--- src/rtl/jb_sysref_pkg.sv ---
// jb_sysref_pkg: shared types and constants for the PL SYSREF generator.
// Holds the FSM state encoding, the default period derived from the
// 491.52 MHz reference / 3.84 MHz SYSREF ratio, and the default widths.
package jb_sysref_pkg;

    typedef enum logic [1:0] {
        ST_IDLE  = 2'd0,
        ST_ARM   = 2'd1,
        ST_RUN   = 2'd2,
        ST_DRAIN = 2'd3
    } sysref_state_t;

    localparam int REFCLK_HZ         = 491_520_000;
    localparam int SYSREF_HZ         = 3_840_000;
    localparam int SYSREF_DEF_PERIOD = REFCLK_HZ / SYSREF_HZ;   // 128

    localparam int SYSREF_PERIOD_W   = 16;
    localparam int SYSREF_CNT_W      = 8;

endpackage

--- src/rtl/jb_pl_sysref_gen_if.sv ---
// jb_pl_sysref_gen_if: configuration, start/stop and status bundle of the
// SYSREF generator. The controller drives the master side; the generator
// is the slave.
interface jb_pl_sysref_gen_if #(
    parameter int PERIOD_W = 16,
    parameter int CNT_W    = 8
) ();
    logic [PERIOD_W-1:0] cfg_period_i;
    logic [CNT_W-1:0]    cfg_pulses_i;
    logic                start_i;
    logic                stop_i;
    logic                busy_o;
    logic                done_o;
    logic [CNT_W-1:0]    pulse_cnt_o;

    modport master (
        output cfg_period_i, cfg_pulses_i, start_i, stop_i,
        input  busy_o, done_o, pulse_cnt_o
    );

    modport slave (
        input  cfg_period_i, cfg_pulses_i, start_i, stop_i,
        output busy_o, done_o, pulse_cnt_o
    );
endinterface

--- src/rtl/jb_sysref_phase_cnt.sv ---
// jb_sysref_phase_cnt: loadable phase counter for the SYSREF period.
// Counts 0..period-1 and wraps. Also reports, for the value the counter
// will hold next cycle, whether it falls in the high half of the period,
// so the SYSREF output flop can be loaded one cycle ahead.
module jb_sysref_phase_cnt #(
    parameter int PERIOD_W = 16
) (
    input  logic                clk,
    input  logic                rst,
    input  logic                clr,
    input  logic                en,
    input  logic [PERIOD_W-1:0] period,
    output logic [PERIOD_W-1:0] phase,
    output logic                wrap,
    output logic                next_high
);
    logic [PERIOD_W-1:0] phase_q;
    logic [PERIOD_W-1:0] phase_n;

    // next phase value and half-period compare on it
    always_comb begin
        wrap    = (phase_q == (period - 1'b1));
        phase_n = phase_q;
        if (clr) begin
            phase_n = '0;
        end else if (en) begin
            phase_n = wrap ? '0 : phase_q + 1'b1;
        end
        next_high = (phase_n < (period >> 1));
    end

    // phase register
    always_ff @(posedge clk or posedge rst) begin
        if (rst) begin
            phase_q <= '0;
        end else begin
            phase_q <= phase_n;
        end
    end

    assign phase = phase_q;

endmodule

--- src/rtl/jb_pl_sysref_gen.sv ---
// jb_pl_sysref_gen: JESD204 SYSREF pulse-train generator clocked by
// pl_refclk_i. Continuous, N-pulse burst, or stopped; stop requests drain
// the current period so no runt pulse is produced.
// Optional build macro JB_SYSREF_DIFF_OUT_EN adds the pl_sysref_p/n pins
// driven through an OBUFDS from the sysref_o flop.
//
//  state | meaning
//  IDLE  | waiting for start_i (stop_i blocks acceptance)
//  ARM   | one cycle, phase counter cleared, first pulse preloaded
//  RUN   | emitting pulses, burst terminates after N-th period
//  DRAIN | stop seen, finishing the current period then IDLE
module jb_pl_sysref_gen
    import jb_sysref_pkg::*;
#(
    parameter int PERIOD_W   = SYSREF_PERIOD_W,
    parameter int CNT_W      = SYSREF_CNT_W,
    parameter int DEF_PERIOD = SYSREF_DEF_PERIOD
) (
    input  logic               pl_refclk_i,
    input  logic               pl_rst_i,
    jb_pl_sysref_gen_if.slave  ctrl,
    output logic               sysref_o
`ifdef JB_SYSREF_DIFF_OUT_EN
    ,
    output logic               pl_sysref_p,
    output logic               pl_sysref_n
`endif
);
    sysref_state_t       state_q, state_n;
    logic [PERIOD_W-1:0] period_q;
    logic [CNT_W-1:0]    pulses_q;
    logic [CNT_W-1:0]    pulse_cnt_q;
    logic                accept;
    logic                phase_clr, phase_en;
    logic                done;
    logic                sysref_d;
    logic [PERIOD_W-1:0] phase;
    logic                wrap;
    logic                next_high;
    logic                burst_end;

`ifdef JB_SYSREF_DIFF_OUT_EN
    (* dont_touch = "true", IOB = "TRUE" *) logic sysref_q;
`else
    logic sysref_q;
`endif

    jb_sysref_phase_cnt #(.PERIOD_W(PERIOD_W)) u_phase_cnt (
        .clk       (pl_refclk_i),
        .rst       (pl_rst_i),
        .clr       (phase_clr),
        .en        (phase_en),
        .period    (period_q),
        .phase     (phase),
        .wrap      (wrap),
        .next_high (next_high)
    );

    assign burst_end = wrap && (pulses_q != '0) && (pulse_cnt_q == pulses_q);

    // next-state, counter control and done decode
    always_comb begin
        state_n   = state_q;
        accept    = 1'b0;
        phase_clr = 1'b0;
        phase_en  = 1'b0;
        done      = 1'b0;
        case (state_q)
            ST_IDLE: begin
                if (ctrl.start_i && !ctrl.stop_i) begin
                    accept  = 1'b1;
                    state_n = ST_ARM;
                end
            end
            ST_ARM: begin
                phase_clr = 1'b1;
                state_n   = ST_RUN;
            end
            ST_RUN: begin
                phase_en = 1'b1;
                // a stop on the last phase already sits on a period boundary
                if (burst_end || (ctrl.stop_i && wrap)) begin
                    state_n = ST_IDLE;
                    done    = 1'b1;
                end else if (ctrl.stop_i) begin
                    state_n = ST_DRAIN;
                end
            end
            ST_DRAIN: begin
                phase_en = 1'b1;
                if (wrap) begin
                    state_n = ST_IDLE;
                    done    = 1'b1;
                end
            end
            default: state_n = ST_IDLE;
        endcase
        // output flop is loaded from the next state so the first RUN cycle is already high
        sysref_d = ((state_n == ST_RUN) || (state_n == ST_DRAIN)) && next_high;
    end

    // state register
    always_ff @(posedge pl_refclk_i or posedge pl_rst_i) begin
        if (pl_rst_i) begin
            state_q <= ST_IDLE;
        end else begin
            state_q <= state_n;
        end
    end

    // configuration latched on accepted start only
    always_ff @(posedge pl_refclk_i or posedge pl_rst_i) begin
        if (pl_rst_i) begin
            period_q <= '0;
            pulses_q <= '0;
        end else if (accept) begin
            period_q <= (ctrl.cfg_period_i < PERIOD_W'(2)) ? PERIOD_W'(DEF_PERIOD)
                                                           : ctrl.cfg_period_i;
            pulses_q <= ctrl.cfg_pulses_i;
        end
    end

    // burst pulse counter, bumps at each period start and saturates
    always_ff @(posedge pl_refclk_i or posedge pl_rst_i) begin
        if (pl_rst_i) begin
            pulse_cnt_q <= '0;
        end else if (accept) begin
            pulse_cnt_q <= '0;
        end else if (((state_q == ST_RUN) || (state_q == ST_DRAIN)) && (phase == '0)
                     && (pulse_cnt_q != '1)) begin
            pulse_cnt_q <= pulse_cnt_q + 1'b1;
        end
    end

    // SYSREF output flop, the only source for the pins
    always_ff @(posedge pl_refclk_i or posedge pl_rst_i) begin
        if (pl_rst_i) begin
            sysref_q <= 1'b0;
        end else begin
            sysref_q <= sysref_d;
        end
    end

    assign sysref_o         = sysref_q;
    assign ctrl.busy_o      = (state_q != ST_IDLE);
    assign ctrl.done_o      = done;
    assign ctrl.pulse_cnt_o = pulse_cnt_q;

`ifdef JB_SYSREF_DIFF_OUT_EN
    OBUFDS u_sysref_obufds (
        .O  (pl_sysref_p),
        .OB (pl_sysref_n),
        .I  (sysref_q)
    );
`endif

endmodule

--- src/flat_wrapper.sv ---
// flat-port wrapper written by rule: the top's interface ports become plain ports
module jb_pl_sysref_gen_flat import jb_sysref_pkg::*;
#(
    parameter int PERIOD_W   = SYSREF_PERIOD_W,
    parameter int CNT_W      = SYSREF_CNT_W,
    parameter int DEF_PERIOD = SYSREF_DEF_PERIOD
)
  (pl_refclk_i, pl_rst_i, sysref_o, ctrl_cfg_period_i, ctrl_cfg_pulses_i, ctrl_start_i, ctrl_stop_i, ctrl_busy_o, ctrl_done_o, ctrl_pulse_cnt_o);
  jb_pl_sysref_gen_if #(.PERIOD_W(PERIOD_W), .CNT_W(CNT_W)) ctrl_i ();
  input  logic pl_refclk_i;
  input  logic pl_rst_i;
  output logic sysref_o;
  input wire logic [$bits(ctrl_i.cfg_period_i)-1:0] ctrl_cfg_period_i;
  input wire logic [$bits(ctrl_i.cfg_pulses_i)-1:0] ctrl_cfg_pulses_i;
  input wire logic [$bits(ctrl_i.start_i)-1:0] ctrl_start_i;
  input wire logic [$bits(ctrl_i.stop_i)-1:0] ctrl_stop_i;
  output wire logic [$bits(ctrl_i.busy_o)-1:0] ctrl_busy_o;
  output wire logic [$bits(ctrl_i.done_o)-1:0] ctrl_done_o;
  output wire logic [$bits(ctrl_i.pulse_cnt_o)-1:0] ctrl_pulse_cnt_o;
  assign ctrl_i.cfg_period_i = ctrl_cfg_period_i;
  assign ctrl_i.cfg_pulses_i = ctrl_cfg_pulses_i;
  assign ctrl_i.start_i = ctrl_start_i;
  assign ctrl_i.stop_i = ctrl_stop_i;
  assign ctrl_busy_o = ctrl_i.busy_o;
  assign ctrl_done_o = ctrl_i.done_o;
  assign ctrl_pulse_cnt_o = ctrl_i.pulse_cnt_o;
  jb_pl_sysref_gen #(.PERIOD_W(PERIOD_W), .CNT_W(CNT_W), .DEF_PERIOD(DEF_PERIOD)) u_core (.pl_refclk_i(pl_refclk_i), .pl_rst_i(pl_rst_i), .ctrl(ctrl_i), .sysref_o(sysref_o));
endmodule
--- config.mk ---
export PLATFORM = sky130hd
export DESIGN_NAME = jb_pl_sysref_gen_flat
export DESIGN_NICKNAME = d
export VERILOG_FILES = /design/src/rtl/jb_sysref_pkg.sv /design/src/rtl/jb_pl_sysref_gen_if.sv /design/src/rtl/jb_sysref_phase_cnt.sv /design/src/rtl/jb_pl_sysref_gen.sv /design/src/flat_wrapper.sv
export SDC_FILE = /design/constraint.sdc
export NUM_CORES = 1
export LEC_CHECK = 0
export ABC_AREA = 1
export ABC_CLOCK_PERIOD_IN_PS = 5400
export CORE_MARGIN = 3
export CORE_UTILIZATION = 45
export CTS_CLUSTER_SIZE = 14
export DETAILED_ROUTE_END_ITERATION = 10
export DONT_BUFFER_PORTS = 1
export HOLD_SLACK_MARGIN = 0.03
export PLACE_DENSITY = 0.58
export SETUP_SLACK_MARGIN = 0.2
export SYNTH_ARGS = -nofsm -noshare
export SYNTH_HDL_FRONTEND = slang
export SYNTH_SLANG_ARGS = --single-unit
--- constraint.sdc ---
create_clock -name pl_refclk_i -period 5.4 [get_ports pl_refclk_i]
set_clock_uncertainty 0.15 [all_clocks]
set_input_delay 1.62 -clock pl_refclk_i [delete_from_list [all_inputs] [get_ports pl_refclk_i]]
set_output_delay 1.62 -clock pl_refclk_i [all_outputs]
set_load 0.02 [all_outputs]
Yosys cells after proc, flatten, opt, wreduce, memory -nomap -nowiden
Index checks and enable logic that the tools add are counted.
- bits in read-only memories: 0
- register bits: 51
- logic and storage cells: 54
- bits in latches: 0
- memories: 0
- input bits: 28
- bits in writable memories: 0
- reductions and logical operators: 17
- eq/ne operators: 8
- order comparisons: 2
- mux-type cells: 18
- bitwise logic cells: 0
- div/mod/pow operators: 0
- $mul: 0
- shift-type cells: 0
- $add $sub $neg: 3
- operator list (cell ; count):
    $mux 16 ; 4
    $add 16x1->16 const B ; 1
    $eq 16x16->1 ; 1
    $logic_not 16->1 ; 1
    $lt 16x15->1 ; 1
    $lt 16x2->1 const B ; 1
    $mux 8 ; 2
    $sub 16x1->16 const B ; 1
    $add 8x1->8 const B ; 1
    $eq 2x2->1 const B ; 4
    $eq 8x8->1 ; 1
    $mux 2 ; 4
    $ne 8x8->1 const B ; 1
    $pmux 2 s4 ; 1
    $reduce_bool 8->1 ; 1
    $logic_and 1x1->1 ; 7
    $mux 1 ; 6
    $reduce_bool 2->1 ; 2
    $logic_or 1x1->1 ; 3
    $eq 2x1->1 const B ; 1
    $logic_not 2->1 ; 1
    $pmux 1 s2 ; 1
    $reduce_or 2->1 ; 1
    $logic_not 1->1 ; 1

Logic depth before layout (Yosys ltp)
Gate-level depths: netlist of the first run.
- depth in word-level cells: 10
- gate-level depth with buffers: 23

Modules after synthesis
Synthesis of the first run repeated with hierarchy kept, for this count alone.
- cells, all modules: 551
- area, all modules: 3893.7 um2
- by module, submodules not included (module ; cells each ; area an instance (um2) ; times used):
    jb_sysref_phase_cnt ; 315 ; 2033.2 ; 1
    jb_pl_sysref_gen ; 236 ; 1860.5 ; 1

Worst setup path before layout of the first run
No wires, ideal clock.
- path kind: input-to-output
- from: input ctrl_stop_i
- to: output ctrl_done_o
- slack: 1586 ps
- arrival time: 2044 ps
- stages: 4
- buffers on the path: 0
- path through: nor2_1 a21oi_1 nand3_1 inv_1
- cells in the longest elaborated chain, start to end: 4
- RTL lines (element ; RTL line ; source):
    start, declared ; flat_wrapper.sv:16 ; input wire logic [$bits(ctrl_i.stop_i)-1:0] ctrl_stop_i;
    $logic_and 1x1->1 ; jb_pl_sysref_gen.sv:82 ; if (burst_end || (ctrl.stop_i && wrap)) begin
    $logic_or 1x1->1 ; jb_pl_sysref_gen.sv:82 ;
    $mux 1 ; jb_pl_sysref_gen.sv:82 ;
    $pmux 1 s2 ; jb_pl_sysref_gen.sv:68 ; case (state_q)
    end, declared ; flat_wrapper.sv:18 ; output wire logic [$bits(ctrl_i.done_o)-1:0] ctrl_done_o;
No other way between the ends.

Worst setup path in the final report of the first run
- from: register u_core.period_q[0]
- to: output ctrl_done_o
- cells in the longest elaborated chain, start to end: 7
- elaborated cells between the ends (all ways): 9
- those cells by class: 1 x add/sub; 1 x eq/ne; 3 x mux; 4 x reduce/logical
- RTL lines (element ; RTL line ; source):
    start, declared ; jb_pl_sysref_gen.sv:30 ; logic [PERIOD_W-1:0] period_q;
    start signal, assigned ; jb_pl_sysref_gen.sv:117 ; period_q <= (ctrl.cfg_period_i < PERIOD_W'(2)) ? PERIOD_W'(DEF_PERIOD)
    $sub 16x1->16 * ; jb_sysref_phase_cnt.sv:22 ; wrap = (phase_q == (period - 1'b1));
    $eq 16x16->1 * ; jb_sysref_phase_cnt.sv:22 ;
    $logic_and 1x1->1 (2 in series) ; jb_pl_sysref_gen.sv:59 ; assign burst_end = wrap && (pulses_q != '0) && (pulse_cnt_q == pulses_q);
    $logic_or 1x1->1 ; jb_pl_sysref_gen.sv:82 ;
    $mux 1 ; jb_pl_sysref_gen.sv:82 ;
    $pmux 1 s2 * ; jb_pl_sysref_gen.sv:68 ;
Mark *: on every way between the ends. The rest lies on a longest branch, timed or not.

==> results of run 1 <==
==> sequential cells by signal, summed over array words and instances, names as in the netlist <==
register	flops
u_core.period_q	16
u_core.ctrl.pulse_cnt_o	8
u_core.sysref_o	1
u_core.u_phase_cnt.phase	16
u_core.pulses_q	8
u_core.state_q	2
==> layer usage <==
layer	part of all wire (%)	up-vias	track usage (%)
met5	0	-	0
met3	3.5	6	3.75
met2	48	46	36.2
met4	0.80	0	4.69
li1	-	1580	-
met1	48	1434	28.6
==> layout make-up <==
type	instances	area, um2
Fill cell	747	3690
Multi-Input combinational cell	366	1970
Sequential cell	51	1280
Clock inverter	2	37.5
Clock buffer	5	68.8
Tap cell	99	124
Inverter	61	229
Timing Repair Buffer	1	7.51
==> power breakdown <==
part	internal, mW	total (mW)	switching [mW]	leakage [nW]
Clock	0.136	0.269	0.133	0.0502
Combinational	0.000585	0.00860	0.00802	1.16
Sequential	0.382	0.382	0.0000000000000000149	0.578
Total	0.518	0.659	0.141	1.79
==> worst min path at each step <==
stage                          to  slack (ns)  cells past startpoint
3_3_place_gp   u_core.pulses_q[2]        0.35                      2
2_1_floorplan  u_core.pulses_q[2]        0.32                      2
3_5_place_dp   u_core.pulses_q[2]        0.36                      2
5_1_grt        u_core.pulses_q[0]        0.41                      2
6_report       u_core.pulses_q[2]        0.37                      2
4_1_cts        u_core.pulses_q[2]        0.38                      2
==> cell usage in the layout, fill, tap and decap left out, types with 2 or more instances in the layout <==
cell type | netlist | final
a21oi_1 | 15 | 15
nor3b_1 | 3 | 3
a22oi_1 | 2 | 2
nor4_1 | 7 | 7
nand2_1 | 132 | 132
nor3_1 | 16 | 16
xnor2_1 | 9 | 9
nor2_2 | 2 | 2
o21ai_1 | 3 | 3
nor2_4 | 4 | 4
inv_2 | 7 | 8
dfrtp_1 | 51 | 51
nand3_1 | 29 | 29
nand4_1 | 15 | 15
o21a_1 | 2 | 2
nor2_1 | 48 | 48
nand2_4 | 2 | 2
nand2_2 | 3 | 3
ha_1 | 18 | 18
clkbuf_8 | 0 | 5
nand3b_1 | 7 | 7
xor2_1 | 13 | 13
or2_2 | 2 | 2
nor3_2 | 2 | 2
inv_1 | 53 | 52
o21ai_0 | 24 | 24
==> tightest hold or removal path, stage by stage, from the launching register on <==
cell and delay, ns:
dfrtp_1 0.38, nand2_1 0.06, nand2_1 0.06
==> cells by family (layout without fill, tap and decap cells) <==
logic type      count (synthesis)  after routing  synth area share (%)
buf+inv                        69             69                  7.48
xor+xnor                       22             22                  5.48
compound gates                 50             50                  7.66
flops                          51             51                  36.3
simple gates                  276            276                  36.6
fa+ha+maj                      18             18                  6.41
==> per-stage QoR <==
step	hold WS, ns	std cells	instance area [um2]	utilization, %
6_report	0.375	585	3720	50.2
5_1_grt	0.415	585	3720	50.2
4_1_cts	0.382	585	3720	50.2
3_5_place_dp	0.356	578	3610	48.7
3_3_place_gp	0.351	578	3610	48.7
2_1_floorplan	0.316	486	3510	-
==> impl_metrics.tcl, run 1 <==
set metrics [dict create \
    cts-root-buf "clkbuf_8" \
    hpwl_um 7130 \
    cp_cell_sequence "inv_2, ha_1, nand3_4, nor2_2, xor2_1, nand3_1, nor2_1, nand3b_1, nor2_1, nand3_1, inv_1" \
    vias 3066 \
    synthMostInstantiatedCell "nand2_1" \
    drv_slew 0 \
    p_per_area_nw_per_um2 177 \
    cp-start-kind "flip-flop" \
    die_h_um 94.4 \
    num_rows 31 \
    crit_end "ctrl_done_o" \
    fmax_ghz 0.241 \
    critPathRequiredTime_ns 3.63 \
    grtUsageTotal_pct 21.4 \
    wirelength_um 8910 \
    cp_num_buf_inv 2 \
    drive_gt1_share_pct 6.79 \
    ys_ff_latch 51 \
    reg2reg_depth 20 \
    cp-end-kind "output pin" \
    avgSynthCellArea_um2 7.23 \
    clkSinkCount 51 \
    synth_top_cell_by_area "dfrtp_1" \
    initial_core_util_pct 47.4 \
    numCtsBuffers 5 \
    gp_congestion 0.868 \
    synthFlopType "dfrtp_1" \
    io_buffers 0 \
    total_power_mw 0.659 \
    r2r_start "u_core.period_q[0]" \
    yosysSeqAreaShare_pct 36.3 \
    r2r_setup_slack_ns 1.71 \
    htreeDepth 2 \
    die_x_um 94.4 \
    final_antenna_net_count 0 \
    drc_errors 0 \
    die_area_um2 8900 \
    critPathKind "reg2out" \
    cp_slowest_stage_delay_ns 0.41 \
    setup_viol 0 \
    area.growth.synth_to_final_pct 5.80 \
    antenna_found_initial 0 \
    cp-startpoint "u_core.period_q[0]" \
    nets 532 \
    fin_tns_setup_ns 0 \
    p_leak_nw 1.79 \
    relSlewSlack_pct 27.4 \
    viasPerCell 5.24 \
    grt_pass1_wl_um 14800 \
    synth_edf_count 0 \
    arrival_ns 2.38 \
    grt.overflow.total 0 \
    grt_max_degree 52 \
    cts-resized-gates 0 \
    dp_slack_ns 1.45 \
    syn_nets 532 \
    hold_viol 0 \
    synth_cell_types 38 \
    cts_tree "yes" \
    ys_top_cells_by_count "nand2_1, inv_1, dfrtp_1" \
    status "finished, final reports clean" \
    synth_top_area_share_pct 36.3 \
    cp_max_fo 8 \
    hp-start "u_core.pulses_q[2]" \
    max_cap_viol_count 0 \
    fin_crit_ns 4.15 \
    hp-class "reg2reg" \
    crit_family "simple AND/OR/NAND/NOR gates" \
    n_antenna_cell 0 \
    cp_slowest_cell "dfrtp_1" \
    clk_latency_ns 0.31 \
    ctsHoldBuffers 0 \
    drt_iter0_markers 150 \
    cp.depth 11 \
    rsz0062_at_grt "no" \
    io-pin-count 39 \
    core_area_um2 7410 \
    post_cts_buffers 0 \
    fin_ws_ns 1.25 \
    detailedRoute.firstPassIterationCount 4 \
    vdd_drop_max_mv 0.151 \
    min_period_over_period_pct 76.9 \
    syn_area_um2 3510 \
    grt_pass1_vias 3065 \
    synthCells 486 \
    worst_r2r_endpoint "u_core.sysref_o" \
    clkTransAtPathRegs_ns 0.10 \
    clk_path_buf_depth 2 \
    wl_per_cell_um 15.2 \
    synth_area_leaders "dfrtp_1, nand2_1, ha_1, inv_1, nor2_1" \
    yosysWarnings 0 \
    synth_async_sr_flop_share_pct 100 \
    tightest_slew_ns 1.09 \
]
Note: power is estimated with default switching activity, not from simulation.
==> inputs of run 2 (changes only) <==
--- a/config.mk
+++ b/config.mk
@@ -6,14 +6,14 @@
 export NUM_CORES = 1
 export LEC_CHECK = 0
 export ABC_AREA = 1
-export ABC_CLOCK_PERIOD_IN_PS = 5400
+export ABC_CLOCK_PERIOD_IN_PS = 3800
 export CORE_MARGIN = 3
 export CORE_UTILIZATION = 45
 export CTS_CLUSTER_SIZE = 14
 export DETAILED_ROUTE_END_ITERATION = 10
 export DONT_BUFFER_PORTS = 1
 export HOLD_SLACK_MARGIN = 0.03
-export PLACE_DENSITY = 0.58
+export PLACE_DENSITY = 0.6
 export SETUP_SLACK_MARGIN = 0.2
 export SYNTH_ARGS = -nofsm -noshare
 export SYNTH_HDL_FRONTEND = slang
==> constraint.sdc (replaced) <==
create_clock -name pl_refclk_i -period 3.8 [get_ports pl_refclk_i]
set_clock_uncertainty 0.15 [all_clocks]
set_input_delay 1.14 -clock pl_refclk_i [delete_from_list [all_inputs] [get_ports pl_refclk_i]]
set_output_delay 1.14 -clock pl_refclk_i [all_outputs]
set_load 0.02 [all_outputs]
==> run 2 against run 1 <==
  * Clock power is 70% higher
  * Die area stayed put
  * Non-clock buffer count is 11 higher
  * Total power is 54% higher
  * Critical path depth is 1 lower
  * Highest routed layer unchanged
  * Combinational power is 52% higher
  * Register-to-register slack worse by 1.2 ns
  * Cell area is 5.0% higher
  * Sequential share of layout area is 1.6 points lower
  * Routed wire length is 2.3% higher
  * Global-route usage is 1.3 points higher
==> impl_metrics.tcl, run 2 (synthesis gave the netlist of run 1 again) <==
set metrics [dict create \
    crit_end "ctrl_done_o" \
    n_antenna_cell 0 \
    die_x_um 94.4 \
    detailedRoute.firstPassIterationCount 5 \
    grt_pass1_vias 3142 \
    critPathKind "reg2out" \
    die_h_um 94.4 \
    area.growth.synth_to_final_pct 11.1 \
    nets 543 \
    tightest_slew_ns 0.650 \
    viasPerCell 5.28 \
    final_common_cell "nand2_1" \
    wl_per_cell_um 15.3 \
    r2r_start "u_core.period_q[1]" \
    p_per_area_nw_per_um2 259 \
    relSlewSlack_pct 56.3 \
    hpwl_um 7300 \
    setup_viol 0 \
    fin_crit_ns 3.49 \
    fmax_ghz 0.286 \
    clk_latency_ns 0.31 \
    core_area_um2 7410 \
    drt_iter0_markers 265 \
    cp_max_fo 7 \
    htreeDepth 2 \
    vias 3152 \
    max_cap_viol_count 0 \
    grt_max_degree 34 \
    status "finished, final reports clean" \
    clkTransAtPathRegs_ns 0.10 \
    drive_gt1_share_pct 11.6 \
    clk_path_buf_depth 2 \
    final_antenna_net_count 0 \
    mostFrequentLayoutCells "nand2_1, inv_1, dfrtp_1, nor2_1, nand3_1" \
    clkSinkCount 51 \
    cp-start-kind "flip-flop" \
    vdd_drop_max_mv 0.191 \
    initial_core_util_pct 47.4 \
    fin_tns_setup_ns 0 \
    grtUsageTotal_pct 22.7 \
    cts_tree "yes" \
    cts-root-buf "clkbuf_8" \
    min_period_over_period_pct 91.9 \
    total_power_mw 1.01 \
    num_rows 31 \
    hold_viol 0 \
    wirelength_um 9120 \
    cp-end-kind "output pin" \
    hold_depth 2 \
    io_buffers 0 \
    antenna_found_initial 0 \
    hp-class "reg2reg" \
    numCtsBuffers 5 \
    arrival_ns 2.20 \
    worst_r2r_endpoint "u_core.sysref_o" \
    r2r_setup_slack_ns 0.48 \
    seqCellArea_um2 1280 \
    gp_congestion 0.896 \
    multi_input_area_um2 2040 \
    grt_pass1_wl_um 15700 \
    rsz0062_at_grt "yes" \
    fillers 708 \
    cp-startpoint "u_core.period_q[1]" \
    critPathRequiredTime_ns 2.51 \
    io-pin-count 39 \
    drc_errors 0 \
    drv_slew 0 \
    grt.overflow.total 0 \
    die_area_um2 8900 \
    p_leak_nw 1.84 \
    reg2reg_depth 22 \
]
run 2: cell types whose count changed in the layout (fill, tap and decap cells not counted), moves of 2 or more:
| cell | change |
|---|---|
| inv_4 | +2 |
| nor2_1 | -2 |
| buf_4 | +11 |
| nand3_1 | -2 |
| nand3_2 | +2 |
run 2: critical path, cell delays in order, from the launching register on:
cell and delay, ns:
dfrtp_1 0.40, buf_4 0.15, nor2_4 0.16, nand2_2 0.13, nor2_4 0.19, nand2_1 0.09, nand3_1 0.12, nand2_1 0.08
nor4_2 0.25, nand3_2 0.19, inv_4 0.13
run 2: cell type report:
class / instances / share of cell area, %
timing repair buffer: 12 / 2.31
tap: 99 / 3.17
inverter: 61 / 6.09
clock inverter: 3 / 1.73
sequential: 51 / 32.7
clock buffer: 5 / 1.76
multi-input combinational: 366 / 52.2
run 2: worst min-delay path by stage:
stage                                   from                 end  slack, ns
after global placement    u_core.pulses_q[2]  u_core.pulses_q[2]       0.36
after floorplan           u_core.pulses_q[2]  u_core.pulses_q[2]       0.32
after global routing      u_core.pulses_q[0]  u_core.pulses_q[0]       0.44
after CTS                 u_core.pulses_q[2]  u_core.pulses_q[2]       0.38
after detailed placement  u_core.pulses_q[2]  u_core.pulses_q[2]       0.35
final                     u_core.pulses_q[2]  u_core.pulses_q[2]       0.38
run 2: stage by stage:
stage / hold slack, ns / util [%] / cells / area, um2 / setup slack, ns
floorplan: 0.316 / - / 486 / 3510 / 0.810
global placement: 0.357 / 49.1 / 582 / 3640 / 0.455
detailed placement: 0.354 / 49.1 / 582 / 3640 / 0.390
CTS: 0.384 / 51.4 / 592 / 3810 / 0.217
global route: 0.438 / 52.7 / 597 / 3900 / 0.122
finish: 0.384 / 52.7 / 597 / 3900 / 0.308
run 2: metal layers:
layer / wire length, um / vias up / GRT usage, %
li1: - / 1600 / -
met1: 4340 / 1441 / 31.6
met2: 4060 / 88 / 35.2
met3: 412 / 23 / 3.35
met4: 303 / 0 / 9.63
met5: 0 / - / 0
run 2: timing repair:
action	CTS	global route
setup endpoints to repair	1	2
gates resized for setup	6	11
pin swaps	0	3
hold buffers	0	0
buffers inserted	2	5
run 2: report_power, final:
| part | switching [mW] | internal, mW | total (mW) |
|---|---|---|---|
| logic | 0.0116 | 0.00147 | 0.0131 |
| registers | 0.0000000000000000222 | 0.542 | 0.542 |
| clock network | 0.194 | 0.263 | 0.457 |
| total | 0.206 | 0.806 | 1.01 |
